**config.mk**
```make
export PLATFORM = sky130hd
export DESIGN_NAME = ras_ckpt_queue
export DESIGN_NICKNAME = d
export VERILOG_FILES = /design/src/rtl/ras_ckpt_queue_pkg.sv /design/src/rtl/ras_ckpt_queue_mem.sv /design/src/rtl/ras_ckpt_queue.sv
export SDC_FILE = /design/constraint.sdc
export NUM_CORES = 1
export LEC_CHECK = 0
export ABC_CLOCK_PERIOD_IN_PS = 5200
export BUFFER_PORTS_ARGS = -buffer_cell sky130_fd_sc_hd__buf_2
export CAP_MARGIN = 20
export CORE_MARGIN = 1
export CORE_UTILIZATION = 39
export DETAILED_ROUTE_END_ITERATION = 12
export HOLD_SLACK_MARGIN = 0.12
export SETUP_SLACK_MARGIN = 0.1
export SLEW_MARGIN = 20
export SYNTH_ARGS = -nofsm -noshare
export SYNTH_HDL_FRONTEND = slang
export SYNTH_SLANG_ARGS = --single-unit
```
**constraint.sdc**
```tcl
create_clock -name clk -period 5.2 [get_ports clk]
set_input_delay 1.56 -clock clk [delete_from_list [all_inputs] [get_ports clk]]
set_output_delay 1.56 -clock clk [all_outputs]
set_load 0.02 [all_outputs]
```
**src/rtl/ras_ckpt_queue_pkg.sv**
```systemverilog
// Shared frontend definitions for the RAS checkpoint queue: the RAS redirect
// snapshot type, the {dir, idx} queue pointer type and wrapping pointer helpers.
package ras_ckpt_queue_pkg;

  localparam int FSQ_SIZE        = 32;
  localparam int RAS_CKPT_DEPTH  = FSQ_SIZE;
  localparam int RAS_CKPT_IDX_W  = $clog2(RAS_CKPT_DEPTH);
  localparam int RAS_STACK_PTR_W = 5;

  // Speculative RAS state captured per predicted block.
  typedef struct packed {
    logic [RAS_STACK_PTR_W-1:0] rasTop;
    logic [RAS_STACK_PTR_W-1:0] listTop;
    logic [RAS_STACK_PTR_W-1:0] inflightTop;
    logic                       topInvalid;
  } RasRedirectInfo;

  localparam int RAS_INFO_W = $bits(RasRedirectInfo);

  // Queue pointer: the dir bit flips each time idx wraps past DEPTH-1.
  typedef struct packed {
    logic                      dir;
    logic [RAS_CKPT_IDX_W-1:0] idx;
  } RasCkptIdx;

  // Pointer increment, wrapping modulo 2*DEPTH.
  function automatic RasCkptIdx ptr_inc(input RasCkptIdx p);
    logic [RAS_CKPT_IDX_W:0] s;
    s = p + 1'b1;
    return s;
  endfunction

  // Pointer distance a - b, modulo 2*DEPTH.
  function automatic logic [RAS_CKPT_IDX_W:0] ptr_sub(input RasCkptIdx a,
                                                      input RasCkptIdx b);
    return a - b;
  endfunction

endpackage

```
**src/rtl/ras_ckpt_queue_mem.sv**
```systemverilog
// Checkpoint storage: one write port, one asynchronous read port, no reset
// on the array contents.
module ras_ckpt_queue_mem #(
  parameter int WIDTH = 16,
  parameter int DEPTH = 32,
  parameter int AW    = $clog2(DEPTH)
) (
  input  logic             clk,
  input  logic             we_i,
  input  logic [AW-1:0]    waddr_i,
  input  logic [WIDTH-1:0] wdata_i,
  input  logic [AW-1:0]    raddr_i,
  output logic [WIDTH-1:0] rdata_o
);

  logic [WIDTH-1:0] mem_q [DEPTH];

  // Write the allocated checkpoint into its slot.
  always_ff @(posedge clk) begin
    if (we_i) mem_q[waddr_i] <= wdata_i;
  end

  assign rdata_o = mem_q[raddr_i];

endmodule

```
**src/rtl/ras_ckpt_queue.sv**
```systemverilog
// Per-FSQ-entry checkpoint queue for RAS speculative state. Entries are
// allocated at the tail, read back and rolled back on a redirect, and freed
// at the head on commit. Optional macro RAS_CKPT_PARITY_EN adds an even
// parity bit per entry and the sq_perr output.
module ras_ckpt_queue
  import ras_ckpt_queue_pkg::*;
#(
  parameter int DEPTH  = RAS_CKPT_DEPTH,
  parameter int IDX_W  = $clog2(DEPTH),
  parameter int INFO_W = $bits(RasRedirectInfo)
) (
  input  logic              clk,
  input  logic              rst,
  input  logic              enq_valid,
  input  logic [INFO_W-1:0] enq_info,
  output logic              enq_ready,
  output logic [IDX_W:0]    enq_idx,
  input  logic              sq_valid,
  input  logic [IDX_W:0]    sq_idx,
  output logic              sq_info_valid,
  output logic [INFO_W-1:0] sq_info,
  output logic              sq_err,
  input  logic              cm_valid,
`ifdef RAS_CKPT_PARITY_EN
  output logic              sq_perr,
`endif
  output logic [IDX_W:0]    count
);

`ifdef RAS_CKPT_PARITY_EN
  localparam int MEM_W = INFO_W + 1;
`else
  localparam int MEM_W = INFO_W;
`endif

  RasCkptIdx         head_q, head_d, tail_q, tail_d, sq_ptr;
  logic [IDX_W:0]    occ, sq_off;
  logic              empty, full, enq_fire, sq_hit, cm_fire;
  logic [MEM_W-1:0]  wr_word, rd_word;
  logic              sq_info_valid_q, sq_err_q;
  logic [INFO_W-1:0] sq_info_q;

  assign sq_ptr   = sq_idx;
  assign occ      = ptr_sub(tail_q, head_q);
  assign empty    = (head_q == tail_q);
  assign full     = (head_q.idx == tail_q.idx) && (head_q.dir != tail_q.dir);
  // Squash window check is against the pre-commit head.
  assign sq_off   = ptr_sub(sq_ptr, head_q);
  assign sq_hit   = sq_valid && (sq_off < occ);
  assign enq_ready = !full && !sq_valid;
  assign enq_fire = enq_valid && enq_ready;
  assign cm_fire  = cm_valid && !empty;

`ifdef RAS_CKPT_PARITY_EN
  assign wr_word = {^enq_info, enq_info};
`else
  assign wr_word = enq_info;
`endif

  ras_ckpt_queue_mem #(
    .WIDTH (MEM_W),
    .DEPTH (DEPTH),
    .AW    (IDX_W)
  ) u_mem (
    .clk     (clk),
    .we_i    (enq_fire),
    .waddr_i (tail_q.idx),
    .wdata_i (wr_word),
    .raddr_i (sq_ptr.idx),
    .rdata_o (rd_word)
  );

  // Pointer next-state: a squash truncates the tail, a commit frees the head.
  always_comb begin
    head_d = head_q;
    tail_d = tail_q;
    if (sq_hit)        tail_d = ptr_inc(sq_ptr);
    else if (enq_fire) tail_d = ptr_inc(tail_q);
    if (cm_fire)       head_d = ptr_inc(head_q);
  end

  // Pointers, squash read register and sticky error flag.
  always_ff @(posedge clk or posedge rst) begin
    if (rst) begin
      head_q          <= '0;
      tail_q          <= '0;
      sq_info_valid_q <= 1'b0;
      sq_info_q       <= '0;
      sq_err_q        <= 1'b0;
    end else begin
      head_q          <= head_d;
      tail_q          <= tail_d;
      sq_info_valid_q <= sq_hit;
      if (sq_hit) sq_info_q <= rd_word[INFO_W-1:0];
      if (sq_valid && !sq_hit) sq_err_q <= 1'b1;
    end
  end

`ifdef RAS_CKPT_PARITY_EN
  logic sq_perr_q;

  // Parity check on the squash read, pulsed alongside sq_info_valid.
  always_ff @(posedge clk or posedge rst) begin
    if (rst) sq_perr_q <= 1'b0;
    else     sq_perr_q <= sq_hit && (^rd_word);
  end

  assign sq_perr = sq_perr_q;
`endif

  assign enq_idx       = tail_q;
  assign count         = occ;
  assign sq_info_valid = sq_info_valid_q;
  assign sq_info       = sq_info_q;
  assign sq_err        = sq_err_q;

endmodule

```
## Word-level counts from Yosys, hierarchy flattened

Memories as Yosys holds them, arrays and structs flattened. A register that Yosys moved wholly into a read port is not among the register bits.
Index checks and enable logic that the tools add are counted.
Widths: inputs -> output; s select.

| word-level totals | value |
|---|---|
| register bits | 14 |
| latch bits | 0 |
| bits in writable memories | 512 |
| memory bits (read-only) | 0 |
| output and inout port bits | 31 |
| logic and storage cells | 31 |
| memories | 1 |

| operators by class | value |
|---|---|
| add/sub/neg operators | 5 |
| multipliers | 0 |
| divide/modulo/power cells | 0 |
| order comparisons | 1 |
| eq/ne operators | 3 |
| shift operators | 0 |
| mux-type cells | 4 |
| bitwise operators | 0 |
| reduce and logical (&&, ||, !) cells | 11 |

Memories:

| name | depth | bits a word | rd ports | clocked after memory_dff | write ports | RTL line | source |
|---|---|---|---|---|---|---|---|
| u_mem.mem_q | 32 | 16 | 1 | 1 | 1 | ras_ckpt_queue_mem.sv:16 | `logic [WIDTH-1:0] mem_q [DEPTH];` |

Operators by type and width:

| cell | count |
|---|---|
| $add 6x1->6 const B | 3 |
| $mux 6 | 2 |
| $sub 6x6->6 | 2 |
| $eq 6x6->1 | 1 |
| $logic_and 1x1->1 | 6 |
| $lt 6x6->1 | 1 |
| $eq 5x5->1 | 1 |
| $logic_not 1->1 | 4 |
| $mux 1 | 2 |
| $reduce_bool 2->1 | 1 |
| $ne 1x1->1 | 1 |

## Logic depth before layout (Yosys ltp)

Gate-level depths: netlist of run 1.

| logic depth | value |
|---|---|
| depth after elaboration | 7 |
| gate-level depth with buffers | 24 |
| gate-level depth less buffers | 19 |

## Modules after synthesis

From an unflattened synthesis of run 1, not the netlist that was laid out.

| second synthesis, totals | value |
|---|---|
| cell total of the unflattened synthesis | 1314 |
| area total of the unflattened synthesis | 22125.0 um^2 |

Modules (own cells, without submodules):

| module | times used | cells an instance | area each (um^2) |
|---|---|---|---|
| ras_ckpt_queue_mem | 1 | 1127 | 20215.6 |
| ras_ckpt_queue | 1 | 187 | 1909.3 |

## Least setup slack after synthesis of run 1

No wires, ideal clock.

| timing path | value |
|---|---|
| path kind | input to register |
| from | input sq_idx[0] |
| to | register tail_q (netlist bit enq_idx[4]) |
| setup time | 0.099 ns |
| arrival time | 5.187 ns |
| required time | 5.101 ns |
| setup slack | -0.087 ns |
| cell stages on the path | 24 |
| path buffers | 6 |
| cell sequence | buf_6 -> buf_6 -> buf_6 -> buf_4 -> inv_1 -> ha_1 -> inv_1 -> fa_1 -> nand2_1 -> nand2_1 -> a21oi_1 -> xnor2_1 -> ha_1 -> nand4_1 -> o2111ai_1 -> buf_2 -> clkbuf_1 -> nand2_1 -> nand2_1 -> ha_1 -> nand3_1 -> xnor2_1 -> nor2_1 -> a311oi_1 |

| on the way | value |
|---|---|
| longest elaborated chain between the ends | 4 |

RTL lines:

| item | RTL line | source |
|---|---|---|
| from (decl) | ras_ckpt_queue.sv:19 | `input logic [IDX_W:0] sq_idx,` |
| $sub 6x6->6 | ras_ckpt_queue_pkg.sv:36 | `return a - b;` |
| $lt 6x6->1 | ras_ckpt_queue.sv:49 | `assign sq_hit = sq_valid && (sq_off < occ);` |
| $logic_and 1x1->1 | ras_ckpt_queue.sv:49 |  |
| $mux 6 or $reduce_bool 2->1 (tied branches) | n/a |  |
| to (signal assigned) | ras_ckpt_queue.sv:92 | `tail_q <= tail_d;` |
| to (decl) | ras_ckpt_queue.sv:36 | `RasCkptIdx head_q, head_d, tail_q, tail_d, sq_ptr;` |

Several ways; a longest one is shown, not always the timed one.
A chain may end at the register's enable or synchronous reset.

## Worst setup path after layout of run 1

| timing path | value |
|---|---|
| from | register tail_q (netlist bit enq_idx[0]) |
| to | output count[5] |

| on the way | value |
|---|---|
| longest elaborated chain between the ends | 1 |

RTL lines:

| item | RTL line | source |
|---|---|---|
| $sub 6x6->6 | ras_ckpt_queue_pkg.sv:36 |  |
| to (decl) | ras_ckpt_queue.sv:27 | `output logic [IDX_W:0] count` |

No other way between the ends.

==> results_dict.tcl, run 1 <==
set metrics [dict create \
    routabilityCongestion 0.8218 \
    grt_pass1_wl_um 75620 \
    synth_edf_count 512 \
    ys_types 57 \
    total_leakage_power_nw 8.330 \
    whs_endpoint "sq_info[9]" \
    r2r-end "enq_idx[4]" \
    num_antenna_cells 0 \
    core_area_um2 55200 \
    clock_path_buffers 3 \
    syn_area_um2 21860 \
    period_share_pct 86.53 \
    wire_per_inst_um 25.41 \
    numPortBuffers 57 \
    ys_warn_count 0 \
    grt.overflow.total 0 \
    worstMarginPinSlew_ps 1147 \
    synth_top_flop_cell "edfxtp_1" \
    final-max-slew-violation-count 0 \
    crit_type "reg2out" \
    fin_util_pct 45.22 \
    ys_seq_area_share_pct 73.77 \
    viasPerCell 5.454 \
    syn2layout_area_growth_pct 14.20 \
    cts_buffers 55 \
    crit_slowest_cell "dfrtp_1" \
    status "complete, no violations" \
    fin_setup_tns_ps 0 \
    drtIter0Drc 1044 \
    dieArea_um2 57000 \
    cp.required_ps 3640 \
    fmax_mhz 222.2 \
    nNetsFinal 1282 \
    r2r-start "enq_idx[0]" \
    skew_ps 22.60 \
    h-tree-depth 2 \
    num_rows 86 \
    period_needed_ps 4500 \
    critPathMaxStageDelay_ps 610 \
    critical_path.top_delay_family "flip-flops" \
    ir_worst_vdd_uv 344.3 \
    setup_viol 0 \
    grt_pass1_vias 11220 \
    routed_wl_um 51600 \
    start_util_pct 39.60 \
    grt_max_degree 74 \
    synthDominantCellAreaShare_pct 70.33 \
    die_x_um 238.8 \
    worst-path-buf-inv 2 \
    boundaryPins 58 \
    reg2regPathDepth 18 \
    ctsRootBufferMaster "clkbuf_16" \
    crit_arrival_ps 2940 \
    path_clk_slew_ps 60 \
    cap_violations 0 \
    rsz0062_at_grt "false" \
    drive_gt1_share_pct 27.20 \
    hold_class "reg2reg" \
    die-height_um 238.8 \
    clock_sinks 542 \
    ys_top_cells_by_area "edfxtp_1, mux4_2, dfrtp_1" \
    reg2reg_setup_slack_ps 1010 \
    antenna_left 0 \
    hold_viol_final 0 \
    startpoint "enq_idx[0]" \
    crit_path_max_fanout 11 \
    hold_buffers 0 \
    cts_resized 0 \
    dp_hpwl_um 29970 \
    path_cells "inv_1, ha_1, nor2b_1, o21ai_0, a21boi_0, nor4_1, or3_1, buf_2" \
    synth_area_leader_cell "edfxtp_1" \
    cts_tree "done" \
    startpoint_type "register" \
    antenna_found_initial 0 \
    layout_common_cells "edfxtp_1, mux4_2, mux2i_1, nand2_1" \
    worst_setup_path_end_kind "output port" \
    post-cts-setup-buffers 0 \
    drc 0 \
    firstDrtPassIters 5 \
    slew_headroom_pct 23.52 \
    vias 11080 \
    grtUsageTotal_pct 18.36 \
    p_per_area_nw_per_um2 463.1 \
    hold_path_depth 2 \
    synth_fp_nets 1181 \
    synthArstFlopShare_pct 5.535 \
    final_common_cell "edfxtp_1" \
    synthCells 1135 \
    min-delay-start "sq_info[9]" \
    ys_ff_latch 542 \
    avgSynthCellArea_um2 19.26 \
    clk_latency_ps 620 \
]
==> metrics by stage <==
step / setup slack (ps) / total power [mW] / cells / hold WS, ps / area (um2)
after floorplan: 104.6 / 6.994 / 1135 / 466.2 / 21870
after global placement: 216.9 / 7.729 / 1927 / 455.4 / 23190
after detailed placement: 161.3 / 7.802 / 1927 / 464.8 / 23190
after CTS: 697.0 / 11.65 / 2031 / 478.3 / 24960
after global routing: 456.1 / 12.05 / 2031 / 513.2 / 24960
final: 700.3 / 11.56 / 2031 / 471.6 / 24960
==> kinds of logic after synthesis <==
kind of cell             Yosys count  synth area share, %
flip-flops                       542                73.77
adder cells (fa/ha/maj)           19                1.156
AO/OA/AOI/OAI                    122                4.722
multiplexers                     176                13.66
buffers and inverters             84                2.129
XOR/XNOR                          17               0.6812
AND/OR/NAND/NOR                  175                3.887
==> power by group <==
part	internal [mW]	switching, mW	total [mW]
Combinational	0.940	1.54	2.48
Clock	2.21	1.65	3.86
Sequential	5.03	0.187	5.22
Total	8.18	3.38	11.6
==> worst max path at each step <==
| stage | to | cells after the start |
|---|---|---|
| after floorplan | enq_idx[4] | 23 |
| after global placement | enq_idx[4] | 18 |
| after detailed placement | enq_idx[4] | 18 |
| after CTS | count[5] | 8 |
| after global routing | count[5] | 8 |
| final | count[5] | 8 |
==> area by class of cell <==
| type | count | area [um2] |
|---|---|---|
| Fill cell | 4723 | 30240 |
| Tap cell | 748 | 935.9 |
| Sequential cell | 542 | 16130 |
| Clock buffer | 79 | 1536 |
| Inverter | 19 | 71.32 |
| Clock inverter | 25 | 235.2 |
| Timing Repair Buffer | 109 | 700.7 |
| Multi-Input combinational cell | 509 | 5359 |
==> Yosys cell counts (5+ instances only) <==
cell / number
edfxtp_1: 512
a22o_1: 16
mux2i_1: 65
buf_4: 7
inv_1: 19
nor2_2: 10
o211ai_1: 17
nand4_1: 5
xor2_1: 9
clkbuf_1: 27
o21ai_0: 6
nor3_1: 8
o41ai_2: 15
buf_6: 10
nor2b_1: 15
o22a_1: 15
ha_1: 17
xnor2_1: 8
dfrtp_1: 30
a21oi_1: 21
nor2_1: 44
a211oi_1: 17
buf_2: 17
mux4_2: 95
nand3_1: 6
mux2_2: 15
nand2_1: 59
==> registers in the layout, indices dropped and copies added, names as in the netlist <==
signal,count
head_q,6
sq_info,16
u_mem.mem_q,512
sq_info_valid,1
enq_idx,6
sq_err,1
==> worst register-to-register path, stage by stage (launching register included) <==
cell and delay (ps):
dfrtp_1 610, inv_1 200, ha_1 250, nor2b_1 100, o21ai_0 110, a21boi_0 440, nor4_1 110, nor3_1 250
ha_1 310, a21oi_1 290, o2111ai_4 180, inv_1 200, nand2_1 80, o21ai_0 100, ha_1 280, nand3_1 120
xnor2_1 160, nor2_1 50, a311oi_1 250
==> routing by layer <==
layer	global-route usage (%)	part of all wire, %	vias up	wire length (um)
met5	0	0	-	0
met1	26.57	45	5865	23100
met2	28.88	47	360	24320
met4	5.322	2.2	0	1127
li1	-	-	4791	-
met3	2.679	5.9	62	3049
No activity file was read; power rests on OpenSTA's default activity.
==> run 2: changes to the inputs <==
PLACE_DENSITY_LB_ADDON = 0.2   (was default)
==> run 2 against run 1 <==
Fmax down 2.0%. Routed wire length about the same. Setup slack worse by 93 ps. Sequential share of layout area fell by 0.31 points. Highest routed layer unchanged.
==> results_dict.tcl, run 2 (synthesis gave the netlist of run 1 again) <==
set metrics [dict create \
    critical_path.top_delay_family "compound AO/OA/AOI/OAI gates" \
    grtUsageTotal_pct 18.53 \
    antenna_left 0 \
    nNetsFinal 1279 \
    viasPerCell 5.405 \
    top_register "u_mem.mem_q" \
    clk_latency_ps 610 \
    fin_util_pct 45.44 \
    syn2layout_area_growth_pct 14.75 \
    drc 0 \
    final_common_cell "edfxtp_1" \
    clock_sinks 542 \
    reg2reg_setup_slack_ps 930 \
    skew_ps 23.26 \
    drtIter0Drc 933 \
    power_mw 11.86 \
    wire_per_inst_um 25.44 \
    num_rows 86 \
    hold_path_depth 1 \
    hold_class "reg2reg" \
    grt_max_degree 105 \
    period_share_pct 88.32 \
    crit_arrival_ps 3030 \
    h-tree-depth 2 \
    rsz0062_at_grt "false" \
    dieArea_um2 57000 \
    cap_violations 0 \
    grt.overflow.total 0 \
    ir_worst_vdd_uv 360.7 \
    path_clk_slew_ps 60 \
    whs_endpoint "sq_err" \
    core_area_um2 55200 \
    largest_reg_flops 512 \
    setup_viol 0 \
    boundaryPins 58 \
    cts_buffers 57 \
    period_needed_ps 4592 \
    routabilityCongestion 0.8124 \
    layout_common_cells "edfxtp_1, mux4_2, mux2i_1, nand2_1, clkbuf_16" \
    status "complete, no violations" \
    worst_setup_path_end_kind "output port" \
    startpoint_type "register" \
    fin_cells 2030 \
    crit_type "reg2out" \
    fin_setup_tns_ps 0 \
    dp_worst_setup_slack_ps 162.2 \
    r2r-start "enq_idx[1]" \
    firstDrtPassIters 5 \
    antenna_found_initial 2 \
    r2r-end "enq_idx[4]" \
    dp_hpwl_um 29570 \
    drive_gt1_share_pct 27.30 \
    numPortBuffers 57 \
    hold_viol_final 0 \
    worstMarginPinSlew_ps 915.8 \
    clock_path_buffers 3 \
    die_x_um 238.8 \
    min-delay-start "sq_err" \
    final-max-slew-violation-count 0 \
    routed_wl_um 51630 \
    critPathMaxStageDelay_ps 690 \
    crit_path_max_fanout 14 \
    hold_buffers 0 \
    slew_headroom_pct 38.95 \
    cts_tree "done" \
    start_util_pct 39.60 \
    p_per_area_nw_per_um2 472.6 \
    vias 10970 \
    reg2regPathDepth 17 \
    final_critical_path_setup_slack_ps 607.6 \
    cts_resized 0 \
    die-height_um 238.8 \
    total_leakage_power_nw 8.403 \
    grt_pass1_vias 11200 \
    post-cts-setup-buffers 0 \
    num_antenna_cells 0 \
    fmax_mhz 217.8 \
    nFillCells 4706 \
    grt_pass1_wl_um 76220 \
    cp.required_ps 3640 \
    crit_slowest_cell "dfrtp_1" \
    worst-path-buf-inv 1 \
    numPlacedInstances 1922 \
    ctsRootBufferMaster "clkbuf_16" \
    path_cells "ha_1, nor2b_1, o21ai_0, a21boi_0, o211a_1, or3_1, buf_2" \
]
[run 2: worst max path at each step]
stage	startpoint	to	cells past startpoint
6_report	enq_idx[1]	count[5]	7
5_1_grt	enq_idx[1]	count[5]	7
4_1_cts	enq_idx[1]	count[5]	7
3_5_place_dp	sq_idx[1]	enq_idx[4]	18
3_3_place_gp	sq_idx[1]	enq_idx[4]	18
2_1_floorplan	sq_idx[0]	enq_idx[4]	23
[run 2: through the flow]
stage	hold slack (ps)	area (um2)
floorplan	466.2	21870
global placement	437.7	23150
detailed placement	460.0	23150
CTS	472.5	25080
global route	484.1	25080
finish	467.4	25080
[run 2: layout make-up]
type	count	area, um2	area share, %
flip-flops and latches	542	16130	64.29
inverters	19	71.32	0.2843
repair buffers	104	663.1	2.644
clock buffers	66	1503	5.991
clock inverters	42	431.7	1.721
multi-input cells	509	5354	21.34
well taps	748	935.9	3.731
[run 2: where the power goes]
group,switching (mW),internal (mW),total [mW],leakage (nW)
Clock,1.67,2.51,4.18,0.958
Combinational,1.49,0.934,2.43,2.48
Sequential,0.218,5.03,5.25,4.96
Total,3.38,8.47,11.9,8.40
[run 2: worst register-to-register path, delay by kind of cell, from the launching register on]
family | cells | cell delay [ps]
AOI/OAI and AO/OA | 7 | 1490
xor gates and xnor gates | 1 | 130
adders and majority gates | 3 | 930
buffers and inverters | 2 | 330
DFF | 1 | 690
and+or+nand+nor | 4 | 610
[run 2: metal layers]
layer	vias up	global-route usage (%)	routed length [um]
li1	4802	-	-
met5	-	0	0
met4	0	5.051	1024
met2	269	29.35	24260
met3	68	2.552	2422
met1	5834	26.87	23920
==> run 3: changes to the inputs <==
BUFFER_PORTS_ARGS = default   (was -buffer_cell sky130_fd_sc_hd__buf_2)
CORE_ASPECT_RATIO = 0.75   (was default)
DONT_BUFFER_PORTS = 1   (was default)
==> run 3 against run 2 <==
Register-to-register slack worse by 120 ps. First-iteration DRC count fell by 5.5%. Combinational power down 16%. Highest routed layer unchanged. Setup slack worse by 9.7 ps. Clock power down 7.4%.
==> results_dict.tcl, run 3 (synthesis gave the netlist of run 1 again) <==
set metrics [dict create \
    status "complete, no violations" \
    grt_pass1_wl_um 74020 \
    hold_slack_ps 508.0 \
    fin_util_pct 44.56 \
    crit_type "reg2out" \
    path_cells "inv_1, ha_1, nor2b_1, o21ai_0, a21boi_0, nor4_1, or3_1" \
    vias 10570 \
    ir_worst_vdd_uv 357.6 \
    crit_slowest_cell "dfrtp_1" \
    whs_endpoint "head_q[4]" \
    setup_viol 0 \
    critPathMaxStageDelay_ps 720 \
    worst_setup_path_end_kind "output port" \
    final_common_cell "edfxtp_1" \
    start_util_pct 39.81 \
    r2r-end "enq_idx[4]" \
    cts_buffers 52 \
    worst-path-buf-inv 1 \
    fmax_mhz 217.3 \
    r2r-start "enq_idx[0]" \
    hold_viol_final 0 \
    skew_ps 26.59 \
    grt.overflow.total 0 \
    power_mw 11.26 \
    dieArea_um2 57010 \
    cap_violations 0 \
    post-cts-setup-buffers 0 \
    antenna_found_initial 0 \
    slew_headroom_pct 26.34 \
    hold_buffers 0 \
    clock_path_buffers 3 \
    grt_max_degree 166 \
    crit_arrival_ps 3040 \
    viasPerCell 5.477 \
    total_leakage_power_nw 7.991 \
    wirelength_met1_um 25330 \
    fin_setup_tns_ps 0 \
    largest_reg_flops 512 \
    drive_gt1_share_pct 22.59 \
    numPortBuffers 0 \
    nFillCells 4712 \
    clk_latency_ps 590 \
    period_share_pct 88.50 \
    cts_tree "done" \
    grtUsageTotal_pct 17.88 \
    wire_per_inst_um 26.18 \
    boundaryPins 58 \
    multi_input_area_um2 5335 \
    topRoutingLayerUsed "met4" \
    ctsRootBufferMaster "clkbuf_16" \
    wl_met2_um 21450 \
    rsz0062_at_grt "false" \
    antenna_left 0 \
    reg2reg_setup_slack_ps 810 \
    drc 0 \
    final_critical_path_setup_slack_ps 597.8 \
    crit_path_max_fanout 11 \
    reg2regPathDepth 18 \
    nNetsFinal 1207 \
    critical_path.top_delay_family "flip-flops" \
    ff_latch_area_um2 16130 \
    clock_sinks 542 \
    hold_class "reg2reg" \
    period_needed_ps 4602 \
    h-tree-depth 2 \
    die-height_um 207.0 \
    hold_path_depth 1 \
    core_area_um2 54910 \
    routed-wl-met3_um 2991 \
    drtIter0Drc 882 \
    design_area_um2 24460 \
    numPlacedInstances 1829 \
    worstMarginPinSlew_ps 1105 \
    num_rows 74 \
    placed_area_um2 22710 \
    routabilityCongestion 0.7896 \
    syn2layout_area_growth_pct 11.91 \
    dp_worst_setup_slack_ps 238.8 \
    p_per_area_nw_per_um2 460.1 \
    cts_resized 0 \
    fin_cells 1930 \
    grt_pass1_vias 10320 \
    dp_hpwl_um 29340 \
    firstDrtPassIters 5 \
    startpoint_type "register" \
    path_clk_slew_ps 60 \
    top_register "u_mem.mem_q" \
    min-delay-start "head_q[4]" \
    layout_common_cells "edfxtp_1, mux4_2, mux2i_1, nand2_1, clkbuf_16" \
    final-max-slew-violation-count 0 \
    routed_wl_um 50530 \
    die_x_um 275.4 \
    cp.required_ps 3640 \
]
## run 3: worst register-to-register path, cell delays in order, from the launching register on
cell	delay, ps
dfrtp_1	720
inv_1	250
ha_1	290
nor2b_1	110
o21ai_0	100
a21boi_0	410
nor4_1	110
nor3_1	240
ha_1	290
a21oi_1	310
o2111ai_4	180
inv_1	260
nand2_1	80
o21ai_0	80
ha_1	290
nand3_1	120
xnor2_1	150
nor2_1	60
a311oi_1	250
## run 3: worst max-delay path by stage
stage,start,to,slack [ps],cells past startpoint
final,enq_idx[0],count[5],600,7
after global routing,enq_idx[0],count[5],320,7
after CTS,enq_idx[0],count[5],560,7
after detailed placement,sq_idx[1],enq_idx[4],240,17
after global placement,sq_idx[1],enq_idx[4],310,17
after floorplan,sq_idx[0],enq_idx[4],100,23
## run 3: layout make-up
type	count	share of cell area, %
Clock buffer	57	5.396
Sequential cell	542	65.92
Inverter	19	0.2915
Antenna cell	4	0.04092
Multi-Input combinational cell	509	21.81
Tap cell	722	3.693
Clock inverter	40	1.718
Timing Repair Buffer	37	1.135
## run 3: metal layers
| metal | track usage, % | vias up |
|---|---|---|
| li1 | - | 4651 |
| met1 | 29.20 | 5604 |
| met2 | 24.39 | 248 |
| met3 | 3.617 | 68 |
| met4 | 3.658 | 0 |
| met5 | 0 | - |
## run 3: report_power, final
group	switching (mW)	internal, mW	total [mW]
clock network	1.63	2.24	3.87
registers	0.322	5.03	5.35
logic	1.24	0.802	2.04
